$ cat config.mk
export PLATFORM = sky130hd
export DESIGN_NAME = rl_ram_queue_ctrl
export DESIGN_NICKNAME = d
export VERILOG_FILES = /design/src/rtl/rl_ram_queue_ctrl.sv
export SDC_FILE = /design/constraint.sdc
export NUM_CORES = 1
export LEC_CHECK = 0
export CAP_MARGIN = 20
export CORE_ASPECT_RATIO = 2
export CORE_MARGIN = 1.5
export CORE_UTILIZATION = 25
export DETAILED_ROUTE_END_ITERATION = 10
export GPL_ROUTABILITY_DRIVEN = 0
export GPL_TIMING_DRIVEN = 0
export PLACE_DENSITY_LB_ADDON = 0.25
export SETUP_SLACK_MARGIN = 0.15
export SYNTH_ARGS = -nofsm -noshare
export SYNTH_HDL_FRONTEND = slang
export SYNTH_SLANG_ARGS = --single-unit
$ cat constraint.sdc
create_clock -name clk_i -period 8.4 [get_ports clk_i]
set_clock_uncertainty 0.15 [all_clocks]
set_input_delay 1.68 -clock clk_i [delete_from_list [all_inputs] [get_ports clk_i]]
set_output_delay 1.68 -clock clk_i [all_outputs]
set_load 0.01 [all_outputs]
$ cat src/rtl/rl_ram_queue_ctrl.sv
// rtl/rl_ram_queue_ctrl.sv - FIFO controller in front of a 1R/1W RAM with a 2-entry output buffer.
// Optional occupancy output count_o under RL_RAM_QUEUE_COUNT_EN.
module rl_ram_queue_ctrl #(
  parameter int ABITS = 10,
  parameter int DBITS = 32
) (
  input  logic                     clk_i,
  input  logic                     rst_ni,
  input  logic                     push_i,
  input  logic [DBITS-1:0]         din_i,
  output logic                     full_o,
  output logic                     valid_o,
  input  logic                     pop_i,
  output logic [DBITS-1:0]         dout_o,
  output logic                     empty_o,
  output logic [ABITS-1:0]         ram_waddr_o,
  output logic [DBITS-1:0]         ram_din_o,
  output logic                     ram_we_o,
  output logic [(DBITS+7)/8-1:0]   ram_be_o,
  output logic [ABITS-1:0]         ram_raddr_o,
  input  logic [DBITS-1:0]         ram_dout_i
`ifdef RL_RAM_QUEUE_COUNT_EN
  ,
  output logic [ABITS+1:0]         count_o
`endif
);

  localparam logic [ABITS:0] CAP = {1'b1, {ABITS{1'b0}}};

  logic [ABITS-1:0] wptr, rptr;
  logic [ABITS:0]   ram_cnt, ram_cnt_n;
  logic             pend;
  logic [DBITS-1:0] head, skid;
  logic [1:0]       out_cnt, out_cnt_n, out_after_pop;
  logic             valid_q, full_q, empty_q;
  logic             push_fire, pop_fire, rd_go;

  always_comb begin
    push_fire     = push_i & ~full_q;
    pop_fire      = valid_q & pop_i;
    // Issue a read only if the buffer can absorb the returning word next cycle.
    rd_go         = (ram_cnt != '0) &&
                    (({1'b0, out_cnt} + {2'b00, pend}) <= (3'd1 + {2'b00, pop_fire}));
    ram_cnt_n     = ram_cnt + (ABITS+1)'(push_fire) - (ABITS+1)'(rd_go);
    out_after_pop = out_cnt - {1'b0, pop_fire};
    out_cnt_n     = out_after_pop + {1'b0, pend};
  end

  always_ff @(posedge clk_i) begin
    if (!rst_ni) begin
      wptr    <= '0;
      rptr    <= '0;
      ram_cnt <= '0;
      pend    <= 1'b0;
      head    <= '0;
      skid    <= '0;
      out_cnt <= 2'd0;
      valid_q <= 1'b0;
      full_q  <= 1'b0;
      empty_q <= 1'b1;
    end else begin
      wptr    <= wptr + ABITS'(push_fire);
      rptr    <= rptr + ABITS'(rd_go);
      ram_cnt <= ram_cnt_n;
      pend    <= rd_go;
      out_cnt <= out_cnt_n;
      if (pop_fire)
        head <= skid;
      // Returning RAM word lands in the first free slot after this cycle's pop.
      if (pend) begin
        if (out_after_pop == 2'd0)
          head <= ram_dout_i;
        else
          skid <= ram_dout_i;
      end
      valid_q <= (out_cnt_n != 2'd0);
      full_q  <= (ram_cnt_n == CAP);
      empty_q <= (ram_cnt_n == '0) && !rd_go && (out_cnt_n == 2'd0);
    end
  end

`ifdef RL_RAM_QUEUE_COUNT_EN
  logic [ABITS+1:0] count_q;

  always_ff @(posedge clk_i) begin
    if (!rst_ni)
      count_q <= '0;
    else
      count_q <= (ABITS+2)'(ram_cnt_n) + (ABITS+2)'(rd_go) + (ABITS+2)'(out_cnt_n);
  end

  assign count_o = count_q;
`endif

  assign full_o      = full_q;
  assign valid_o     = valid_q;
  assign empty_o     = empty_q;
  assign dout_o      = head;
  assign ram_waddr_o = wptr;
  assign ram_din_o   = din_i;
  assign ram_we_o    = push_fire;
  assign ram_be_o    = '1;
  assign ram_raddr_o = rptr;

endmodule
-- Word-level counts from Yosys, hierarchy flattened
Cells that the tools add are included.
- $add $sub $neg: 8
- $lt $le $gt $ge: 1
- equality and inequality tests: 1
- mux-type cells: 3
- bitwise logic cells: 4
- reduce and logical (&&, ||, !) cells: 10
- operators with widths (kind ; number):
    $mux W32 ; 3
    $add A10 B1 Y10 ; 2
    $add A11 B1 Y11 ; 1
    $eq A11 B11 Y1 const B ; 1
    $logic_not A11 Y1 ; 1
    $reduce_bool A11 Y1 ; 1
    $sub A11 B1 Y11 ; 1
    $logic_not A2 Y1 ; 2
    $add A2 B1 Y3 ; 1
    $le A3 B2 Y1 ; 1
    $logic_and A1 B1 Y1 ; 3
    $add A1 B1 Y2 const A ; 1
    $add A2 B1 Y2 ; 1
    $and A1 B1 Y1 ; 2
    $not A1 Y1 ; 2
    $reduce_and A2 Y1 ; 1
    $reduce_bool A2 Y1 ; 1
    $sub A2 B1 Y2 ; 1
    $logic_not A1 Y1 ; 1
- flip-flop bits (word level): 101
- input bits: 68
- word-level logic and storage cells: 37

-- Depth between registers and ports, before layout
Gate-level depths: netlist of run 1.
- depth in word-level cells: 8
- gate-level depth with buffers: 17

-- Least setup slack after synthesis of run 1
No wires, ideal clock.
- path kind: input to register
- from: input pop_i
- to: register empty_q, in the netlist empty_o
- arrival time: 5140 ps
- required time: 8166 ps
- slack: 3025 ps
- cell stages on the path: 16
- cells stage by stage: nand2_1 -> inv_1 -> clkbuf_1 -> fa_1 -> o31ai_1 -> a21oi_1 -> ha_1 -> inv_1 -> ha_1 -> fa_1 -> a211oi_2 -> o311a_4 -> xnor2_1 -> nor4b_4 -> nand4_1 -> o31ai_2
- word-level cells in the longest chain between the ends: 8
- ends and longest elaborated chain (what ; line ; source):
    start, declared ; 13 ; input logic pop_i,
    $and A1 B1 Y1 (*) ; 40 ; pop_fire = valid_q & pop_i;
    $add A1 B1 Y2 (*) ; 43 ; (({1'b0, out_cnt} + {2'b00, pend}) <= (3'd1 + {2'b00, pop_fire}));
    $le A3 B2 Y1 (*) ; 43 ;
    $logic_and A1 B1 Y1 (*) ; 42 ; rd_go = (ram_cnt != '0) &&
    named net rd_go ; 36 ; logic push_fire, pop_fire, rd_go;
    $sub A11 B1 Y11 ; 44 ; ram_cnt_n = ram_cnt + (ABITS+1)'(push_fire) - (ABITS+1)'(rd_go);
    $logic_not A11 Y1 ; 78 ; empty_q <= (ram_cnt_n == '0) && !rd_go && (out_cnt_n == 2'd0);
    $logic_and A1 B1 Y1 (*) (2 in series) ; 78 ;
    end signal, assigned ; 78 ;
    end, declared ; 35 ; logic valid_q, full_q, empty_q;
Mark *: on every way through the listed nets, which the timed path passes. The rest lies on a longest branch.
A chain may end at the register's enable or synchronous reset.

-- Worst setup path in the final report of run 1
Ends and elaborated chain as after synthesis.

==> results of run 1 <==
[cell families (layout without fill, tap and decap cells)]
group,Yosys count,after routing,synth area share (%)
AOI/OAI and AO/OA,84,84,12.8
xor gates and xnor gates,27,27,4.97
adders and majority gates,26,26,7.15
buffers and inverters,88,227,9.77
DFF,101,101,42.5
other,1,4,0.0787
and+or+nand+nor,247,247,22.8
[cell usage after synthesis, drive strengths merged, types with 2 or more instances]
library cell	instances	area share, %
a21oi	36	3.8
nor3	2	0.21
clkbuf	25	2.0
or2	2	0.26
and2	15	2.0
nor2	58	4.6
and3	8	1.1
dfxtp	101	42
o21bai	2	0.32
fa	2	0.84
xnor2	11	2.0
nand3	13	1.4
nor2b	3	0.39
o31ai	3	0.68
inv	22	1.7
nand2	132	10
a211oi	2	0.42
ha	24	6.3
a311oi	32	5.9
xor2	16	2.9
buf	41	6.1
nand2b	5	0.81
nand4	2	0.26
[sequential cells by signal, summed over array words and instances (netlist names)]
name         cells
out_cnt          2
ram_waddr_o     10
pend             1
full_o           1
empty_o          1
ram_raddr_o     10
dout_o          32
valid_o          1
ram_cnt         11
skid            32
[worst paths after layout]
path / endpoint / slack (ns) / depth (start not counted)
worst min-delay path: skid[13]$_SDFFE_PN0P_ / 0.31 / 2
worst max-delay path: empty_o$_SDFF_PN1_ / 2.07 / 17
worst max register to register: empty_o$_SDFF_PN1_ / 3.51 / 16
worst min register to register: skid[13]$_SDFFE_PN0P_ / 0.31 / 2
[layout make-up]
cell class	count	share of cell area, %
plain buffers	66	5.77
clock inverters	6	1.21
clock buffers	10	3.45
flip-flops and latches	101	30.5
repair buffers	123	18.6
multi-input cells	388	34.5
well taps	255	4.81
inverters	22	1.25
[stage by stage]
step | hold WS (ns) | utilization [%]
3_5_place_dp | 0.297 | 33.7
5_1_grt | 0.326 | 35.4
2_1_floorplan | 0.287 | -
6_report | 0.306 | 35.4
4_1_cts | 0.306 | 35.4
3_3_place_gp | 0.292 | 33.7
[power breakdown]
part | switching, W | leakage, nW | internal [W]
Clock | 0.000199 | 0.146 | 0.000237
Combinational | 0.000629 | 1.54 | 0.000517
Sequential | 0.0000819 | 0.827 | 0.000626
Total | 0.000910 | 2.51 | 0.00138
[layer usage]
layer / vias to the layer above / global-route usage [%] / share of wire, %
met5: - / 0 / 0
met4: 0 / 4.69 / 1.2
met3: 9 / 2.40 / 4.5
met2: 111 / 27.8 / 58
met1: 1944 / 12.8 / 37
li1: 2143 / - / -
[tightest hold or removal path, delay by kind of cell (launching register included)]
kind | cells | cell delay [ns]
compound gates | 1 | 0.05
flops | 1 | 0.31
simple gates | 1 | 0.05
==> impl_metrics.env, run 1 <==
export IMPL_drive_gt1_share_pct=8.24
export IMPL_vias_per_cell=4.33
export IMPL_clkTransAtPathRegs_ns=0.08
export IMPL_power_w=0.00229
export IMPL_initialDrtViolationCount=76
export IMPL_arrival_ns=6.45
export IMPL_areaGrowthSynthToFinish_pct=39.3
export IMPL_place_area_mm2=0.00632
export IMPL_grt_pass1_wl_um=20600
export IMPL_startpoint="pop_i"
export IMPL_postSynth_asyncResetShare_pct=0
export IMPL_cp_slowest_cell="fa_1"
export IMPL_grt_use_total_pct=13.5
export IMPL_grt_max_degree=19
export IMPL_die_y_um=198
export IMPL_antenna_found_initial=0
export IMPL_min_period_over_period_pct=75.3
export IMPL_rows=71
export IMPL_synth_seq_cells=101
export IMPL_ys_flop_type="dfxtp_1"
export IMPL_vias=4207
export IMPL_cts_resized=0
export IMPL_path_class="primary input to register"
export IMPL_dr_pass1_iters=4
export IMPL_critical_path_buf_inv_count=4
export IMPL_fill_cells=1988
export IMPL_root_buffer="clkbuf_16"
export IMPL_synth_edf_count=0
export IMPL_crit_required_ns=8.52
export IMPL_clk_latency_ns=0.35
export IMPL_ys_warn_count=0
export IMPL_dp_cells=955
export IMPL_cts_inserted_buffers=9
export IMPL_clkSinkCount=101
export IMPL_antenna_cells=0
export IMPL_remaining_drc_errors=0
export IMPL_final_max_slew_violation_count=0
export IMPL_final_common_cell="nand2_1"
export IMPL_power_density_mw_per_mm2=345
export IMPL_hp_start="skid[13]$_SDFFE_PN0P_"
export IMPL_io_pins=160
export IMPL_hold_viol=0
export IMPL_mostFrequentLayoutCells="nand2_1, clkdlybuf4s50_1, dfxtp_1, nor2_1"
export IMPL_path_cells="clkdlybuf4s50_1 -> nand2_1 -> inv_1 -> clkbuf_1 -> fa_1 -> o31ai_1 -> a21oi_1 -> ha_1 -> inv_1 -> ha_1 -> fa_1 -> a211oi_2 -> o311a_4 -> xnor2_1 -> nor4b_4 -> nand4_1 -> o31ai_2"
export IMPL_final_cells=971
export IMPL_cts_tree="yes"
export IMPL_syn_avg_cell_area_um2=8.30
export IMPL_seq_area_mm2=0.00202
export IMPL_setup_slack_ns=2.07
export IMPL_peakVddDrop_mv=0.114
export IMPL_syn_area_mm2=0.00476
export IMPL_overflow=0
export IMPL_synth_distinct_cells=44
export IMPL_worst_path_largest_cell_delay_ns=0.56
export IMPL_num_nets_final=805
export IMPL_max_freq_mhz=158
export IMPL_synthCells=574
export IMPL_period_needed_ns=6.33
export IMPL_initial_core_util_pct=25.4
export IMPL_hold_class="register to register"
export IMPL_crit_family="adder cells"
export IMPL_run_status="finished clean"
export IMPL_tns_ns=0
export IMPL_final_area_mm2=0.00663
export IMPL_crit_path_max_fanout=11
export IMPL_port_buffers=123
export IMPL_power_leakage_nw=2.51
export IMPL_cp_start_kind="primary input"
export IMPL_core_mm2=0.0187
export IMPL_die_x_um=101
export IMPL_wl_per_cell_um=13.8
export IMPL_holdBufCountCts=0
export IMPL_ctsLongestPathBuffers=2
export IMPL_grt_setup_unrepaired="false"
export IMPL_regToRegStartpoint="valid_o$_SDFF_PN0_"
export IMPL_grt_pass1_vias=4096
export IMPL_multi_input_area_mm2=0.00229
export IMPL_setup_viol=0
export IMPL_cap_violations=0
export IMPL_ant_nets=0
export IMPL_post_cts_buffers=0
export IMPL_post_dp_hpwl_um=10300
export IMPL_cts_htree_levels=3
export IMPL_ys_seq_area_share_pct=42.5
export IMPL_tightest_slew_ns=0.691
export IMPL_pre_cts_ws_ns=1.64
export IMPL_crit_path_end_kind="register"
export IMPL_slew_headroom_pct=54.0
export IMPL_dieArea_mm2=0.0199
export IMPL_drt_total_wl_um=13400
Power figures use the tool's default switching activity.
==> run 2, diff against run 1 <==
==> constraint.sdc (replaced) <==
create_clock -name clk_i -period 5.2 [get_ports clk_i]
set_clock_uncertainty 0.15 [all_clocks]
set_input_delay 1.04 -clock clk_i [delete_from_list [all_inputs] [get_ports clk_i]]
set_output_delay 1.04 -clock clk_i [all_outputs]
set_load 0.01 [all_outputs]
==> impl_metrics.env, run 2 (synthesis gave the netlist of run 1 again) <==
export IMPL_antenna_cells=0
export IMPL_core_mm2=0.0187
export IMPL_io_pins=160
export IMPL_place_area_mm2=0.00632
export IMPL_cp_start_kind="primary input"
export IMPL_power_leakage_nw=2.55
export IMPL_crit_path_max_fanout=11
export IMPL_die_x_um=101
export IMPL_mostFrequentLayoutCells="nand2_1, clkdlybuf4s50_1, dfxtp_1, nor2_1, buf_4"
export IMPL_regToRegStartpoint="valid_o$_SDFF_PN0_"
export IMPL_power_w=0.00381
export IMPL_final_common_cell="nand2_1"
export IMPL_grt_setup_unrepaired="false"
export IMPL_grt_use_total_pct=13.6
export IMPL_die_y_um=198
export IMPL_hold_class="register to register"
export IMPL_power_density_mw_per_mm2=568
export IMPL_initialDrtViolationCount=90
export IMPL_crit_path_end_kind="register"
export IMPL_setup_viol=0
export IMPL_dr_pass1_iters=4
export IMPL_cp_slowest_cell="fa_1"
export IMPL_dieArea_mm2=0.0199
export IMPL_cap_violations=0
export IMPL_worst_path_largest_cell_delay_ns=0.45
export IMPL_ant_nets=0
export IMPL_drt_total_wl_um=13400
export IMPL_hp_start="skid[13]$_SDFFE_PN0P_"
export IMPL_vias=4238
export IMPL_cts_tree="yes"
export IMPL_crit_required_ns=5.32
export IMPL_grt_pass1_wl_um=20700
export IMPL_tightest_slew_ns=0.690
export IMPL_slew_headroom_pct=54.0
export IMPL_clkTransAtPathRegs_ns=0.08
export IMPL_hold_viol=0
export IMPL_seq_area_mm2=0.00202
export IMPL_final_max_slew_violation_count=0
export IMPL_vias_per_cell=4.34
export IMPL_arrival_ns=4.61
export IMPL_rows=71
export IMPL_peakVddDrop_mv=0.193
export IMPL_remaining_drc_errors=0
export IMPL_root_buffer="clkbuf_16"
export IMPL_hold_depth=2
export IMPL_drive_gt1_share_pct=9.71
export IMPL_post_dp_hpwl_um=10300
export IMPL_num_nets_final=810
export IMPL_holdBufCountCts=0
export IMPL_multi_input_area_mm2=0.00231
export IMPL_reg2reg_setup_slack_ns=1.14
export IMPL_clkSinkCount=101
export IMPL_port_buffers=123
export IMPL_run_status="finished clean"
export IMPL_max_freq_mhz=223
export IMPL_grt_pass1_vias=4108
export IMPL_antenna_found_initial=0
export IMPL_cts_htree_levels=3
export IMPL_initial_core_util_pct=25.4
export IMPL_worstReg2RegEnd="empty_o$_SDFF_PN1_"
export IMPL_path_cells="dlymetal6s2s_1 -> nand2_4 -> inv_4 -> buf_8 -> fa_1 -> o31ai_2 -> a21oi_2 -> ha_1 -> inv_1 -> ha_1 -> fa_2 -> a211oi_4 -> o311a_4 -> xnor2_1 -> nor4b_4 -> nand4_1 -> o31ai_2"
export IMPL_final_cells=976
export IMPL_areaGrowthSynthToFinish_pct=41.0
export IMPL_r2r_cells=16
export IMPL_grt_max_degree=19
export IMPL_overflow=0
export IMPL_cts_inserted_buffers=9
export IMPL_dp_cells=955
export IMPL_clk_latency_ns=0.35
export IMPL_min_period_over_period_pct=86.4
export IMPL_period_needed_ns=4.49
export IMPL_path_class="primary input to register"
export IMPL_worstHoldEndpoint="skid[13]$_SDFFE_PN0P_"
export IMPL_ctsLongestPathBuffers=2
export IMPL_final_core_util_pct=35.8
export IMPL_fill_cells=1980
export IMPL_wl_per_cell_um=13.8
export IMPL_final_area_mm2=0.00671
[run 2: how the worst max path moves through the flow]
stage | from | slack [ns] | end | depth (start not counted)
floorplan | pop_i | 0.47 | empty_o$_SDFF_PN1_ | 16
finish | pop_i | 0.71 | empty_o$_SDFF_PN1_ | 17
global route | pop_i | 0.49 | empty_o$_SDFF_PN1_ | 18
detailed placement | pop_i | -0.92 | empty_o$_SDFF_PN1_ | 17
CTS | pop_i | 0.17 | empty_o$_SDFF_PN1_ | 17
global placement | pop_i | -0.88 | empty_o$_SDFF_PN1_ | 17
[run 2: layer usage]
| layer | track usage (%) | share of wire [%] |
|---|---|---|
| met5 | 0 | 0 |
| met4 | 4.69 | 1.3 |
| met3 | 2.40 | 4.2 |
| met2 | 27.9 | 58 |
| met1 | 12.9 | 37 |
[run 2: layout make-up]
class                           instances  share of cell area (%)
Buffer                                 66                    5.87
Timing Repair Buffer                  128                    18.9
Clock inverter                          6                    1.19
Inverter                               22                    1.27
Sequential cell                       101                    30.1
Multi-Input combinational cell        388                    34.4
Tap cell                              255                    4.75
Clock buffer                           10                    3.41
[run 2: what timing repair did]
action | 4_1_cts | 5_1_grt
resized for setup | 9 | 4
pin swaps | 2 | 10
setup endpoints to repair | 8 | 2
endpoints found under the hold margin | 0 | 0
setup buffers | 0 | 5
[run 2: worst max-delay path, delay by kind of cell]
family / cells / cell delay, ns
xor+xnor: 1 / 0.11
compound gates: 5 / 1.09
simple gates: 3 / 0.59
fa+ha+maj: 4 / 1.34
buf+inv: 4 / 0.44
[run 2: report_power, final]
| group | total, W | internal (W) | leakage, nW | switching [W] |
|---|---|---|---|---|
| registers | 0.00115 | 0.00101 | 0.827 | 0.000135 |
| logic | 0.00196 | 0.000918 | 1.58 | 0.00104 |
| clock network | 0.000702 | 0.000382 | 0.146 | 0.000320 |
[run 2: per-stage QoR]
stage               worst slack [ns]  setup TNS [ns]  hold WS, ns
floorplan                      0.465               0        0.287
global placement              -0.876           -4.12        0.292
detailed placement            -0.922           -4.35        0.297
CTS                            0.171               0        0.306
global route                   0.487               0        0.326
finish                         0.708               0        0.306
==> run 3, diff against run 2 <==
--- a/config.mk
+++ b/config.mk
@@ -8,7 +8,7 @@
 export CAP_MARGIN = 20
 export CORE_ASPECT_RATIO = 2
 export CORE_MARGIN = 1.5
-export CORE_UTILIZATION = 25
+export CORE_UTILIZATION = 42
 export DETAILED_ROUTE_END_ITERATION = 10
 export GPL_ROUTABILITY_DRIVEN = 0
 export GPL_TIMING_DRIVEN = 0
==> impl_metrics.env, run 3 (synthesis gave the netlist of run 1 again) <==
export IMPL_vias=4341
export IMPL_cap_violations=0
export IMPL_vias_per_cell=5.07
export IMPL_setup_viol=0
export IMPL_final_cells=856
export IMPL_power_density_mw_per_mm2=574
export IMPL_cts_htree_levels=3
export IMPL_internal_power_w=0.00230
export IMPL_cp_start_kind="primary input"
export IMPL_cts_tree="yes"
export IMPL_initial_core_util_pct=43.5
export IMPL_max_freq_mhz=207
export IMPL_crit_required_ns=5.30
export IMPL_final_common_cell="nand2_1"
export IMPL_ant_nets=0
export IMPL_swShare_pct=38.6
export IMPL_die_x_um=78.3
export IMPL_mostFrequentLayoutCells="nand2_1, clkdlybuf4s50_1, dfxtp_1, nor2_1, buf_4"
export IMPL_remaining_drc_errors=0
export IMPL_period_needed_ns=4.83
export IMPL_grt_pass1_wl_um=19800
export IMPL_areaGrowthSynthToFinish_pct=37.3
export IMPL_drt_total_wl_um=12300
export IMPL_grt_use_total_pct=20.4
export IMPL_crit_path_end_kind="register"
export IMPL_die_y_um=154
export IMPL_path_class="primary input to register"
export IMPL_run_status="finished clean"
export IMPL_wl_per_cell_um=14.4
export IMPL_num_nets_final=806
export IMPL_tightest_slew_ns=0.628
export IMPL_min_period_over_period_pct=92.8
export IMPL_arrival_ns=4.92
export IMPL_clk_latency_ns=0.34
export IMPL_grt_pass1_vias=4337
export IMPL_hold_ws_ns=0.307
export IMPL_grt_max_degree=17
export IMPL_root_buffer="clkbuf_16"
export IMPL_initialDrtViolationCount=185
export IMPL_drive_gt1_share_pct=9.22
export IMPL_p_sw_w=0.00145
export IMPL_io_pins=160
export IMPL_final_max_slew_violation_count=0
export IMPL_dp_cells=840
export IMPL_antenna_cells=0
export IMPL_clkSinkCount=101
export IMPL_dieArea_mm2=0.0120
export IMPL_clkTransAtPathRegs_ns=0.07
export IMPL_antenna_found_initial=0
export IMPL_overflow=0
export IMPL_grt_setup_unrepaired="false"
export IMPL_dr_pass1_iters=4
export IMPL_port_buffers=123
export IMPL_p_seq_share_pct=30.5
export IMPL_core_mm2=0.0109
export IMPL_ctsLongestPathBuffers=2
export IMPL_post_dp_hpwl_um=9690
export IMPL_cts_inserted_buffers=9
export IMPL_rows=54
export IMPL_peakVddDrop_mv=0.318
export IMPL_slew_headroom_pct=58.1
export IMPL_crit_path_max_fanout=11
export IMPL_power_leakage_nw=2.52
export IMPL_hold_viol=0
export IMPL_hold_class="register to register"
export IMPL_clkPwrFrac_pct=18.8
export IMPL_comb_power_share_pct=50.7
[run 3: changes by cell type in the layout (fill, tap and decap cells not counted), sizes merged]
cell,change
dlymetal6s2s,-1
clkbuf,+1
buf,-5
inv,-1
clkinvlp,+1
clkinv,-2
clkdlybuf4s50,+1
bufinv,+1
[run 3: timing repair]
action,in CTS,in global routing
buffers inserted,1,0
resized for setup,5,5
cloned,0,0
pin swaps,1,3
hold buffers,0,0
setup endpoints to repair,6,2
[run 3: per-stage QoR]
stage	util, %	worst slack [ns]	cell area (µm²)	total power, W	setup TNS, ns
floorplan	-	0.465	4770	0.00236	0
global placement	56.5	-0.651	6180	0.00294	-2.65
detailed placement	56.5	-0.727	6180	0.00299	-3.28
CTS	59.5	0.161	6510	0.00372	0
global route	59.7	0.189	6540	0.00402	0
finish	59.7	0.374	6540	0.00375	0
[run 3: layer usage]
layer / GRT usage, % / vias to the layer above / share of wire [%]
met2: 40.1 / 139 / 55
met3: 3.38 / 32 / 4.7
met4: 10.3 / 0 / 4.0
li1: - / 2143 / -
met1: 19.4 / 2027 / 36
met5: 0 / - / 0
[run 3: final cells by class]
class	count	area, µm²
fill	1007	4410
multi-input combinational	388	2310
sequential	101	2020
timing repair buffer	124	1240
buffer	66	393
clock buffer	10	229
tap	140	175
clock inverter	5	83.8
inverter	22	82.6
[run 3: worst max-delay path, cell delays in order]
cell and delay, ns:
clkdlybuf4s50_1 0.47, nand2_2 0.12, inv_2 0.10, clkbuf_8 0.18
fa_1 0.46, o31ai_2 0.22, a21oi_2 0.12, ha_1 0.30
inv_1 0.04, ha_1 0.21, fa_2 0.40, a211oi_4 0.27
o311a_4 0.21, xnor2_1 0.11, nor4b_4 0.28, nand4_1 0.15
o31ai_2 0.24
[run 3: power by group through the flow]
stage | Sequential (W) | Combinational (W) | Clock (W)
floorplan | 0.00119 | 0.00117 | 0
global placement | 0.00115 | 0.00179 | 0
detailed placement | 0.00116 | 0.00183 | 0
CTS | 0.00114 | 0.00186 | 0.000719
global route | 0.00117 | 0.00210 | 0.000751
finish | 0.00114 | 0.00190 | 0.000706
[run 3: final timing paths]
kind / end / from / slack [ns] / depth (start not counted)
min reg2reg: skid[10]$_SDFFE_PN0P_ / skid[10]$_SDFFE_PN0P_ / 0.31 / 2
min: skid[10]$_SDFFE_PN0P_ / skid[10]$_SDFFE_PN0P_ / 0.31 / 2
max reg2reg: empty_o$_SDFF_PN1_ / valid_o$_SDFF_PN0_ / 1.17 / 16
max: empty_o$_SDFF_PN1_ / pop_i / 0.37 / 17
